===== config.mk =====
export PLATFORM = sky130hd
export DESIGN_NAME = display_scan_scheduler
export DESIGN_NICKNAME = d
export VERILOG_FILES = /design/src/rtl/display_scan_scheduler.sv
export SDC_FILE = /design/constraint.sdc
export NUM_CORES = 1
export LEC_CHECK = 0
export CAP_MARGIN = 20
export CORE_ASPECT_RATIO = 1.1
export CORE_MARGIN = 5
export CORE_UTILIZATION = 49
export CTS_BUF_LIST = sky130_fd_sc_hd__clkbuf_8
export CTS_CLUSTER_SIZE = 20
export DETAILED_ROUTE_END_ITERATION = 8
export PLACE_DENSITY_LB_ADDON = 0.3
export SLEW_MARGIN = 40
export SYNTH_ARGS = -nofsm -noshare
export SYNTH_HDL_FRONTEND = slang
export SYNTH_SLANG_ARGS = --single-unit

===== constraint.sdc =====
create_clock -name Clock -period 1.6 [get_ports Clock]
set_input_delay 0.32 -clock Clock [delete_from_list [all_inputs] [get_ports Clock]]
set_output_delay 0.32 -clock Clock [all_outputs]
set_load 0.01 [all_outputs]

===== src/rtl/display_scan_scheduler.sv =====
// display_scan_scheduler: time-multiplexed scan of an N-digit 7-segment bank.
// Each digit is lit for DIV cycles, and the digit index advances round-robin.
// Optional feature macro DISP_SCAN_BLANK_EN: when it is defined, BLANK_CYC
// dead-time cycles with all digits off are inserted between consecutive digits.
module display_scan_scheduler #(
    parameter int unsigned N_DIGITS   = 4,
    parameter int unsigned DIV        = 50000,
    parameter int unsigned BLANK_CYC  = 16,
    parameter bit          ACTIVE_LOW = 1'b0,
    localparam int unsigned IDX_W     = (N_DIGITS > 1) ? $clog2(N_DIGITS) : 1
) (
    input  logic                  Clock,
    input  logic                  Reset_n,
    input  logic                  Enable,
    input  logic [4*N_DIGITS-1:0] Digits_In,
    output logic [N_DIGITS-1:0]   Out,
    output logic [3:0]            Digit_Out,
    output logic [IDX_W-1:0]      Index,
    output logic                  Scan_Tick
);

    // The prescaler is shared by SHOW and BLANK, so it is sized for the longer of the two.
    localparam int unsigned CNT_MAX = (DIV > BLANK_CYC) ? DIV : BLANK_CYC;
    localparam int unsigned CNT_W   = (CNT_MAX > 1) ? $clog2(CNT_MAX) : 1;
    localparam logic [CNT_W-1:0] DIV_LAST   = CNT_W'(DIV - 1);
    localparam logic [CNT_W-1:0] BLANK_LAST = CNT_W'(BLANK_CYC - 1);
    localparam logic [N_DIGITS-1:0] OUT_OFF = {N_DIGITS{ACTIVE_LOW}};

    typedef enum logic [1:0] {
        IDLE  = 2'd0,
        SHOW  = 2'd1,
        BLANK = 2'd2
    } state_t;

    state_t              state_q;
    logic [CNT_W-1:0]    cnt_q;
    logic [IDX_W-1:0]    index_q;
    logic [IDX_W-1:0]    index_inc;
    logic [N_DIGITS-1:0] out_q;
    logic [3:0]          digit_q;
    logic                tick_q;

    // Build the enable pattern that lights only digit idx, in pin polarity.
    function automatic logic [N_DIGITS-1:0] on_mask(input logic [IDX_W-1:0] idx);
        logic [N_DIGITS-1:0] m;
        m = '0;
        for (int unsigned k = 0; k < N_DIGITS; k++) begin
            m[k] = (idx == IDX_W'(k));
        end
        return ACTIVE_LOW ? ~m : m;
    endfunction

    // Return the 4-bit code of digit idx taken from the value bus.
    function automatic logic [3:0] digit_of(input logic [IDX_W-1:0] idx,
                                            input logic [4*N_DIGITS-1:0] bus);
        logic [3:0] d;
        d = '0;
        for (int unsigned k = 0; k < N_DIGITS; k++) begin
            if (idx == IDX_W'(k)) d = bus[4*k +: 4];
        end
        return d;
    endfunction

    // Next digit index with an explicit wrap, so values >= N_DIGITS never occur.
    always_comb begin
        index_inc = (index_q == IDX_W'(N_DIGITS - 1)) ? '0 : index_q + 1'b1;
    end

    // Scan FSM: every output is registered, and Enable=0 wins over any slot advance.
    always_ff @(posedge Clock or negedge Reset_n) begin
        if (!Reset_n) begin
            state_q <= IDLE;
            cnt_q   <= '0;
            index_q <= '0;
            out_q   <= OUT_OFF;
            digit_q <= '0;
            tick_q  <= 1'b0;
        end else if (!Enable) begin
            state_q <= IDLE;
            cnt_q   <= '0;
            index_q <= '0;
            out_q   <= OUT_OFF;
            digit_q <= '0;
            tick_q  <= 1'b0;
        end else begin
            case (state_q)
                IDLE: begin
                    state_q <= SHOW;
                    cnt_q   <= '0;
                    index_q <= '0;
                    out_q   <= on_mask('0);
                    digit_q <= digit_of('0, Digits_In);
                    tick_q  <= 1'b1;
                end
                SHOW: begin
                    if (cnt_q == DIV_LAST) begin
`ifdef DISP_SCAN_BLANK_EN
                        state_q <= BLANK;
                        cnt_q   <= '0;
                        out_q   <= OUT_OFF;
                        digit_q <= '0;
                        tick_q  <= 1'b0;
`else
                        state_q <= SHOW;
                        cnt_q   <= '0;
                        index_q <= index_inc;
                        out_q   <= on_mask(index_inc);
                        digit_q <= digit_of(index_inc, Digits_In);
                        tick_q  <= 1'b1;
`endif
                    end else begin
                        cnt_q   <= cnt_q + 1'b1;
                        digit_q <= digit_of(index_q, Digits_In);
                        tick_q  <= 1'b0;
                    end
                end
                BLANK: begin
                    if (cnt_q == BLANK_LAST) begin
                        state_q <= SHOW;
                        cnt_q   <= '0;
                        index_q <= index_inc;
                        out_q   <= on_mask(index_inc);
                        digit_q <= digit_of(index_inc, Digits_In);
                        tick_q  <= 1'b1;
                    end else begin
                        cnt_q   <= cnt_q + 1'b1;
                        tick_q  <= 1'b0;
                    end
                end
                default: begin
                    state_q <= IDLE;
                    cnt_q   <= '0;
                    index_q <= '0;
                    out_q   <= OUT_OFF;
                    digit_q <= '0;
                    tick_q  <= 1'b0;
                end
            endcase
        end
    end

    assign Out       = out_q;
    assign Digit_Out = digit_q;
    assign Index     = index_q;
    assign Scan_Tick = tick_q;

endmodule


==> results of run 1 <==
==> how the worst max path moves through the flow <==
stage	to	slack, ns
after CTS	Index[0]$_DFFE_PN0P_	-0.02
after detailed placement	Digit_Out[1]$_DFF_PN0_	-0.06
final	Digit_Out[2]$_DFF_PN0_	-0.03
after global placement	Digit_Out[2]$_DFF_PN0_	-0.03
after global routing	Digit_Out[2]$_DFF_PN0_	-0.08
after floorplan	Digit_Out[2]$_DFF_PN0_	0.02
==> repair_timing <==
item | 4_1_cts | 5_1_grt
setup endpoints to repair | 6 | 26
cloned | 1 | 0
gates resized for setup | 13 | 12
setup buffers | 4 | 2
pin swaps | 5 | 10
==> kinds of logic after synthesis <==
group | share of synthesized area, %
muxes | 3.04
and+or+nand+nor | 25.8
buffers and inverters | 3.72
AOI/OAI and AO/OA | 14.2
adders and majority gates | 5.32
DFF | 42.6
xor gates and xnor gates | 5.32
==> worst reg2reg max path, stage by stage (launching register included) <==
cell and delay, ns:
dfrtp_2 0.46, inv_2 0.10, ha_4 0.14, or3b_2 0.43, o21ai_0 0.10, a311o_1 0.17
a31oi_2 0.10
==> flip-flops by register name, indices dropped and copies added, names as in the netlist <==
name	count
cnt_q	16
state_q	1
Index	2
Out	4
Digit_Out	4
Scan_Tick	1
==> layout make-up <==
class / instances / area, µm² / area share, %
flip-flops and latches: 28 / 703 / 30.3
clock inverters: 1 / 30.0 / 1.29
clock buffers: 3 / 41.3 / 1.78
inverters: 4 / 18.8 / 0.808
multi-input cells: 130 / 977 / 42.1
well taps: 36 / 45.0 / 1.94
repair buffers: 55 / 507 / 21.8
==> synth_stat cells <==
| master | count | area share (%) |
|---|---|---|
| nand4_4 | 2 | 2.6 |
| a31oi_1 | 4 | 1.5 |
| ha_1 | 7 | 5.3 |
| and4bb_2 | 2 | 1.5 |
| inv_1 | 4 | 0.91 |
| a21boi_0 | 2 | 0.91 |
| mux2i_1 | 5 | 3.0 |
| o2111ai_1 | 3 | 1.6 |
| xnor2_1 | 3 | 1.6 |
| xor2_1 | 7 | 3.7 |
| nor4b_4 | 1 | 1.4 |
| nand2b_1 | 6 | 2.3 |
| and3_1 | 4 | 1.5 |
| nand3_1 | 6 | 1.8 |
| o31a_1 | 1 | 0.53 |
| a21oi_1 | 5 | 1.5 |
| o22ai_1 | 3 | 1.1 |
| buf_2 | 1 | 0.30 |
| clkbuf_1 | 3 | 0.68 |
| o21ai_0 | 9 | 2.7 |
| nor2_1 | 18 | 4.1 |
| dfrtp_1 | 28 | 43 |
| nand3b_1 | 4 | 1.8 |
| nand2_1 | 18 | 4.1 |
| o211ai_1 | 4 | 1.8 |
| buf_4 | 1 | 0.46 |
| buf_6 | 2 | 1.4 |
| and4_1 | 2 | 1.1 |
| or3b_2 | 1 | 0.53 |
| nand4_1 | 3 | 1.1 |
| a311o_1 | 4 | 2.4 |
| or3_1 | 5 | 1.9 |
==> routing by layer <==
layer	wire length, µm	vias up
met2	2100	41
met5	0	-
met1	1780	718
met3	174	12
met4	82	0
li1	-	723
==> power breakdown <==
group	switching [mW]	internal (mW)	total (mW)
Combinational	0.0618	0.0801	0.142
Clock	0.235	0.336	0.571
Sequential	0.00970	0.720	0.730
==> through the flow <==
| step | hold slack [ns] | setup slack [ns] | total power [mW] | std cells | utilization, % |
|---|---|---|---|---|---|
| floorplan | 0.0244 | 0.0151 | 0.780 | 168 | - |
| global placement | 0.438 | -0.0259 | 0.878 | 246 | 63.6 |
| detailed placement | 0.441 | -0.0586 | 0.883 | 246 | 63.6 |
| CTS | 0.435 | -0.0242 | 1.45 | 255 | 68.4 |
| global route | 0.449 | -0.0780 | 1.50 | 257 | 70.3 |
| finish | 0.416 | -0.0283 | 1.44 | 257 | 70.3 |
==> results.py, run 1 <==
metrics = {
    "worst_setup_path": {
        "crit_buf_inv": 1,
        "crit_start": "Index[1]$_DFFE_PN0P_",
        "critical_path_class": "reg -> reg",
        "cp_top_family": "flip-flops",
        "r2r_end": "Digit_Out[2]$_DFF_PN0_",
        "cp_max_fo": 5,
        "max_stage_delay_ns": 0.46,
        "critPathSlowestCell": "dfrtp_2",
        "timing.rr.start": "Index[1]$_DFFE_PN0P_",
        "worstPathArrival_ns": 1.78,
        "path_cells": "inv_2, ha_4, or3b_2, o21ai_0, a311o_1, a31oi_2",
        "cp-end-kind": "flop",
        "required_ns": 1.75,
        "critical_path_cell_count": 6,
        "reg2regPathDepth": 6,
        "r2r_slack_ns": -0.03,
        "cp-start-kind": "flop",
    },
    "clocking": {
        "clock_latency_ns": 0.28,
        "cts_sinks": 28,
        "numCtsBuffers": 3,
        "hold_buffers": 0,
        "cts_tree": "yes",
        "cts.reportedPaths.clkPinSlew_ns": 0.10,
        "root_buffer": "clkbuf_8",
        "clk_path_buf_depth": 2,
        "htree_levels": 1,
    },
    "global_route": {
        "grt_most_used_layer": "met2",
        "grt_overflow": 0,
        "met2_usage_pct": 30.6,
        "grt_pass1_vias": 1516,
        "grt_pass1_wl_um": 6910,
        "antenna_found_initial": 0,
        "met3_usage_pct": 3.33,
        "grtUsageMet1_pct": 25.3,
        "grt_use_total_pct": 19.1,
        "grt_start_max_net_pins": 29,
    },
    "run_status": {
        "violations": "setup timing",
        "status": "finished, violations left",
    },
    "yosys": {
        "syn_nets": 194,
        "synthCells": 168,
        "synth-seq-area-share_pct": 42.6,
        "yosys_warnings": 0,
        "synthDistinctLibCells": 32,
        "ys_ff_latch": 28,
        "netlist_area_um2": 1650,
        "syn_avg_cell_area_um2": 9.80,
    },
    "flow_run": {
        "cap_viol_max_count": 0,
    },
    "finish": {
        "stdcell_area_um2": 2320,
        "syn_to_final_growth_pct": 41.0,
        "final_cell_mix": "27 x clkdlybuf4s50_1, 26 x dfrtp_1, 22 x buf_4",
        "n_fill_cell": 262,
        "layout_commonest_cell": "clkdlybuf4s50_1",
        "diodes": 0,
        "fin_nets": 248,
        "drive_gt1_share_pct": 24.9,
    },
    "sta": {
        "drv_slew": 0,
        "setup_slack_ns": -0.0283,
        "rsz0062_at_grt": "yes",
        "fin_crit_sh_pct": 102,
        "hold_violations": 0,
        "finClkSkew_ns": 0.00492,
        "fmax_mhz": 614,
        "fin_setup_tns_ns": -0.0283,
        "slew_headroom_pct": 73.0,
        "setup_viol": 1,
        "fin_crit_ns": 1.63,
        "worst_slew_pin_slew_ns": 0.405,
    },
    "min_path": {
        "hp-class": "in -> async",
    },
    "route": {
        "dr.first_iter.drc_count": 79,
        "vias_per_cell": 5.81,
        "drtPass1Iterations": 4,
        "routedWlPerCell_um": 16.1,
        "vias": 1494,
        "drcViolationCount": 0,
        "ant_nets": 0,
        "finalWirelength_um": 4140,
    },
    "floorplan": {
        "fp.coreArea_um2": 3300,
        "initial_core_util_pct": 49.8,
        "die_y_um": 70.8,
        "die_area_um2": 4620,
        "rows": 22,
        "chipWidth_um": 65.3,
        "io_pins": 30,
    },
    "pwr": {
        "p_per_area_nw_per_um2": 621,
        "static-leakage-power_nw": 1.03,
        "peakVddDrop_mv": 0.554,
    },
    "place": {
        "detailed_place.area_um2": 2100,
        "portBuffers": 29,
        "place_hpwl_um": 2910,
        "gp_congestion": 0.927,
    },
}
No activity file was read; power rests on OpenSTA's default activity.
==> run 2, diff against run 1 <==
- CORE_MARGIN: 5 -> not set
==> run 2 against run 1 <==
Effect of this change: highest routed layer unchanged; the flow finishes with violations (DRC, setup timing); first-iteration DRC count shrank 22%; clock skew down 0.0016 ns; total power down 0.74%; routed wire length increased by 1.6%; final cell count decreased by 1.2%; non-clock buffer count shrank 1; register-to-register slack worse by 0.02 ns; hold slack worse by 0.024 ns; clock power shrank 2%.
==> results.py, run 2 (same netlist as run 1, synthesis figures left out) <==
metrics = {
    "run_status": {
        "status": "finished, violations left",
        "violations": "DRC, setup timing",
    },
    "place": {
        "gp_congestion": 0.956,
        "numPlacedInstances": 245,
        "dp_slack_ns": -0.0896,
        "portBuffers": 29,
        "place_hpwl_um": 2960,
    },
    "worst_setup_path": {
        "required_ns": 1.79,
        "worstPathArrival_ns": 1.83,
        "timing.rr.start": "Index[1]$_DFFE_PN0P_",
        "crit_start": "Index[1]$_DFFE_PN0P_",
        "cp_max_fo": 5,
        "critical_path_class": "reg -> reg",
        "crit_path_end": "Digit_Out[3]$_DFF_PN0_",
        "cp-start-kind": "flop",
        "r2r_end": "Digit_Out[3]$_DFF_PN0_",
        "r2r_slack_ns": -0.04,
        "cp-end-kind": "flop",
        "reg2regPathDepth": 6,
    },
    "clocking": {
        "cts_sinks": 28,
        "htree_levels": 1,
        "numCtsBuffers": 3,
        "clk_path_buf_depth": 2,
        "cts.reportedPaths.clkPinSlew_ns": 0.09,
        "clock_latency_ns": 0.27,
        "cts_tree": "yes",
        "root_buffer": "clkbuf_8",
    },
    "sta": {
        "fmax_mhz": 608,
        "worst_slew_pin_slew_ns": 0.354,
        "slew_headroom_pct": 76.3,
        "drv_slew": 0,
        "hold_violations": 0,
        "setup_slack_ns": -0.0435,
        "fin_crit_sh_pct": 103,
        "rsz0062_at_grt": "yes",
        "fin_crit_ns": 1.64,
        "setup_viol": 3,
        "finClkSkew_ns": 0.00332,
        "whs_ns": 0.392,
    },
    "global_route": {
        "grt_pass1_vias": 1511,
        "grt_pass1_wl_um": 6890,
        "met3_usage_pct": 3.93,
        "grt_use_total_pct": 24.7,
        "grt_overflow": 0,
        "grt_start_max_net_pins": 29,
        "grtUsageMet1_pct": 32.6,
        "grt_most_used_layer": "met2",
        "met2_usage_pct": 41.3,
        "antenna_found_initial": 0,
    },
    "pwr": {
        "p_per_area_nw_per_um2": 625,
        "peakVddDrop_mv": 0.679,
        "static-leakage-power_nw": 1.03,
    },
    "route": {
        "vias_per_cell": 5.97,
        "finalWirelength_um": 4210,
        "drtPass1Iterations": 6,
        "ant_nets": 0,
        "drcViolationCount": 2,
        "routedWlPerCell_um": 16.6,
        "vias": 1517,
        "dr.first_iter.drc_count": 62,
    },
    "finish": {
        "multi_input_area_um2": 952,
        "final_cell_mix": "28 x clkdlybuf4s50_1, 27 x dfrtp_1, 22 x buf_4",
        "finalNonFillerCells": 254,
        "fin_nets": 247,
        "seq_area_um2": 702,
        "drive_gt1_share_pct": 21.8,
        "diodes": 0,
        "layout_commonest_cell": "clkdlybuf4s50_1",
        "syn_to_final_growth_pct": 39.1,
        "largest_reg_flops": 16,
        "regMostFlops": "cnt_q",
        "final_util_pct": 73.2,
        "n_fill_cell": 215,
    },
    "floorplan": {
        "io_pins": 30,
        "fp.coreArea_um2": 3130,
        "die_area_um2": 3600,
        "rows": 21,
        "die_y_um": 62.8,
        "chipWidth_um": 57.3,
        "initial_core_util_pct": 52.7,
    },
    "flow_run": {
        "cap_viol_max_count": 0,
    },
    "min_path": {
        "hp-class": "in -> async",
    },
}
## run 2: cell count changes in the layout (fill, tap and decap cells not counted), sizes merged
cell,previous run,this run
dlygate4sd2,2,0
clkdlybuf4s15,0,1
buf,26,25
clkinvlp,1,0
inv,3,4
clkdlybuf4s50,27,28
## run 2: worst max-delay path, stage by stage, from the launching register on
cell and delay, ns:
dfrtp_1 0.41, buf_4 0.13, buf_4 0.11, ha_1 0.26, nand3b_1 0.12, a311o_1 0.33
a31oi_1 0.20
## run 2: area by class of cell
class | instances | share of cell area, %
sequential | 28 | 30.7
inverter | 4 | 0.656
multi-input combinational | 130 | 41.6
clock inverter | 1 | 1.31
clock buffer | 3 | 1.80
tap | 34 | 1.86
timing repair buffer | 54 | 22.1
## run 2: how the worst min path moves through the flow
stage	from	to	slack, ns	depth (start not counted)
global route	Reset_n	Digit_Out[2]$_DFF_PN0_	0.40	2
global placement	cnt_q[0]$_DFF_PN0_	cnt_q[0]$_DFF_PN0_	0.44	1
detailed placement	cnt_q[0]$_DFF_PN0_	cnt_q[0]$_DFF_PN0_	0.44	1
CTS	Reset_n	Scan_Tick$_DFF_PN0_	0.40	2
floorplan	Reset_n	Digit_Out[0]$_DFF_PN0_	0.02	0
finish	Reset_n	Digit_Out[2]$_DFF_PN0_	0.39	2
## run 2: layer usage
| layer | share of wire [%] | vias up |
|---|---|---|
| met5 | 0 | - |
| met4 | 1.4 | 0 |
| met3 | 4.3 | 8 |
| met2 | 51 | 48 |
| met1 | 43 | 742 |
| li1 | - | 719 |
## run 2: power breakdown
part           leakage, nW  internal (mW)  switching (mW)  total (mW)
Clock               0.0357          0.335           0.222       0.558
Sequential           0.379          0.720         0.00841       0.729
Combinational        0.612         0.0828          0.0628       0.146
Total                 1.03           1.14           0.294        1.43
## run 2: stage by stage
| step | instance area, µm² | setup TNS (ns) | power (mW) |
|---|---|---|---|
| 2_1_floorplan | 1650 | 0 | 0.780 |
| 3_3_place_gp | 2120 | -0.00139 | 0.883 |
| 3_5_place_dp | 2120 | -0.179 | 0.887 |
| 4_1_cts | 2200 | -0.0831 | 1.45 |
| 5_1_grt | 2290 | -0.740 | 1.49 |
| 6_report | 2290 | -0.0756 | 1.43 |
## run 2: what timing repair did
action	4_1_cts	5_1_grt
gates resized for setup	5	15
setup buffers	0	4
hold buffers	0	0
pin swaps	0	8
gates cloned	0	1
setup endpoints to repair	6	11
==> run 3, diff against run 2 <==
- CORE_MARGIN: not set -> 2
- CTS_CLUSTER_DIAMETER: not set -> 30
==> run 3 against run 2 <==
Effect of this change: the run ends with setup timing left; via count is essentially flat; routed wire length shrank 4.2%; global-route usage shrank 1.6 points; total power grew 0.68%; clock-buffer cell count is the same; sequential power is essentially flat; clock power grew 3%; setup slack gained 0.034 ns; critical endpoint is now Digit_Out[2]$_DFF_PN0_; largest cell class unchanged.
==> results.py, run 3 (same netlist as run 1, synthesis figures left out) <==
metrics = {
    "global_route": {
        "grt_pass1_wl_um": 6850,
        "grt_overflow": 0,
        "antenna_found_initial": 0,
        "grt_start_max_net_pins": 29,
        "grt_pass1_vias": 1514,
        "grt_use_total_pct": 23.1,
    },
    "clocking": {
        "cts.reportedPaths.clkPinSlew_ns": 0.10,
        "cts_tree": "yes",
        "numCtsBuffers": 3,
        "clk_path_buf_depth": 2,
        "cts_sinks": 28,
        "htree_levels": 1,
        "root_buffer": "clkbuf_8",
        "clock_latency_ns": 0.28,
    },
    "finish": {
        "regMostFlops": "cnt_q",
        "fin_nets": 249,
        "drive_gt1_share_pct": 23.4,
        "final_util_pct": 70.4,
        "final_cell_mix": "27 x clkdlybuf4s50_1, 26 x dfrtp_1, 25 x buf_4",
        "layout_commonest_cell": "clkdlybuf4s50_1",
        "diodes": 0,
        "syn_to_final_growth_pct": 40.1,
        "largest_reg_flops": 16,
    },
    "worst_setup_path": {
        "cp_max_fo": 5,
        "r2r_slack_ns": -0.009,
        "crit_buf_inv": 1,
        "r2r_end": "Digit_Out[2]$_DFF_PN0_",
        "critPathSlowestCell": "or3b_2",
        "timing.rr.start": "Index[0]$_DFFE_PN0P_",
        "cp-end-kind": "flop",
        "worstPathArrival_ns": 1.76,
        "path_cells": "inv_1, ha_2, or3b_2, o21ai_0, a311o_1, a31oi_1",
        "max_stage_delay_ns": 0.44,
        "critical_path_class": "reg -> reg",
        "cp_top_family": "simple AND/OR/NAND/NOR gates",
        "required_ns": 1.75,
        "reg2regPathDepth": 6,
        "cp-start-kind": "flop",
    },
    "route": {
        "routedWlPerCell_um": 15.6,
        "vias_per_cell": 5.88,
        "vias": 1518,
        "ant_nets": 0,
        "drcViolationCount": 0,
        "dr.first_iter.drc_count": 69,
        "drtPass1Iterations": 4,
        "finalWirelength_um": 4030,
    },
    "sta": {
        "fin_crit_sh_pct": 101,
        "finClkSkew_ns": 0.00233,
        "setup_viol": 1,
        "worst_slew_pin_slew_ns": 0.377,
        "fin_setup_tns_ns": -0.00936,
        "rsz0062_at_grt": "yes",
        "hold_violations": 0,
        "fmax_mhz": 621,
        "setup_slack_ns": -0.00936,
        "fin_crit_ns": 1.61,
        "slew_headroom_pct": 74.8,
        "drv_slew": 0,
    },
    "pwr": {
        "static-leakage-power_nw": 1.04,
        "peakVddDrop_mv": 0.442,
        "p_per_area_nw_per_um2": 625,
    },
    "place": {
        "portBuffers": 29,
        "dp_slack_ns": -0.0521,
        "gp_congestion": 0.911,
        "place_hpwl_um": 2730,
    },
    "floorplan": {
        "rows": 22,
        "fp.coreArea_um2": 3280,
        "die_area_um2": 3840,
        "die_y_um": 64.8,
        "chipWidth_um": 59.3,
        "io_pins": 30,
        "initial_core_util_pct": 50.3,
    },
    "run_status": {
        "violations": "setup timing",
        "status": "finished, violations left",
    },
    "flow_run": {
        "cap_viol_max_count": 0,
    },
    "min_path": {
        "hp-class": "in -> async",
    },
}
## run 3: how the worst max path moves through the flow
| stage | start | endpoint | slack [ns] | depth (start not counted) |
|---|---|---|---|---|
| after floorplan | Index[0]$_DFFE_PN0P_ | Digit_Out[2]$_DFF_PN0_ | 0.02 | 6 |
| after global placement | Digits_In[10] | Digit_Out[2]$_DFF_PN0_ | -0.03 | 5 |
| after detailed placement | Index[0]$_DFFE_PN0P_ | Digit_Out[0]$_DFF_PN0_ | -0.05 | 7 |
| after CTS | cnt_q[10]$_DFF_PN0_ | cnt_q[10]$_DFF_PN0_ | 0.009 | 6 |
| after global routing | Index[0]$_DFFE_PN0P_ | Digit_Out[0]$_DFF_PN0_ | -0.05 | 7 |
| final | Index[0]$_DFFE_PN0P_ | Digit_Out[2]$_DFF_PN0_ | -0.009 | 6 |
## run 3: final cells by class
cell class | count | area, µm²
tap | 36 | 45.0
timing repair buffer | 56 | 507
multi-input combinational | 130 | 966
sequential | 28 | 703
inverter | 4 | 15.0
fill | 222 | 968
clock inverter | 1 | 30.0
clock buffer | 3 | 41.3
## run 3: repair_timing
item	in CTS	in global routing
endpoints found under the setup margin	7	21
resized for setup	12	10
pin swaps	7	9
cloned	1	0
buffers inserted	5	0
hold buffers	0	0
## run 3: through the flow
| step | cells | hold slack, ns | power, mW | cell area, µm² |
|---|---|---|---|---|
| 2_1_floorplan | 168 | 0.0244 | 0.780 | 1650 |
| 3_3_place_gp | 248 | 0.437 | 0.879 | 2110 |
| 3_5_place_dp | 248 | 0.451 | 0.882 | 2110 |
| 4_1_cts | 258 | 0.420 | 1.46 | 2270 |
| 5_1_grt | 258 | 0.440 | 1.50 | 2310 |
| 6_report | 258 | 0.404 | 1.44 | 2310 |
## run 3: where the power goes
group / switching (mW) / internal (mW)
Clock: 0.237 / 0.336
Sequential: 0.00900 / 0.720
Combinational: 0.0596 / 0.0794
## run 3: layer usage
metal	global-route usage [%]	part of all wire (%)	routed length [µm]	vias up
li1	-	-	-	714
met1	30.3	43	1730	738
met2	37.2	50	2010	56
met3	3.19	5.4	216	10
met4	10.5	1.8	74	0
met5	0	0	0	-
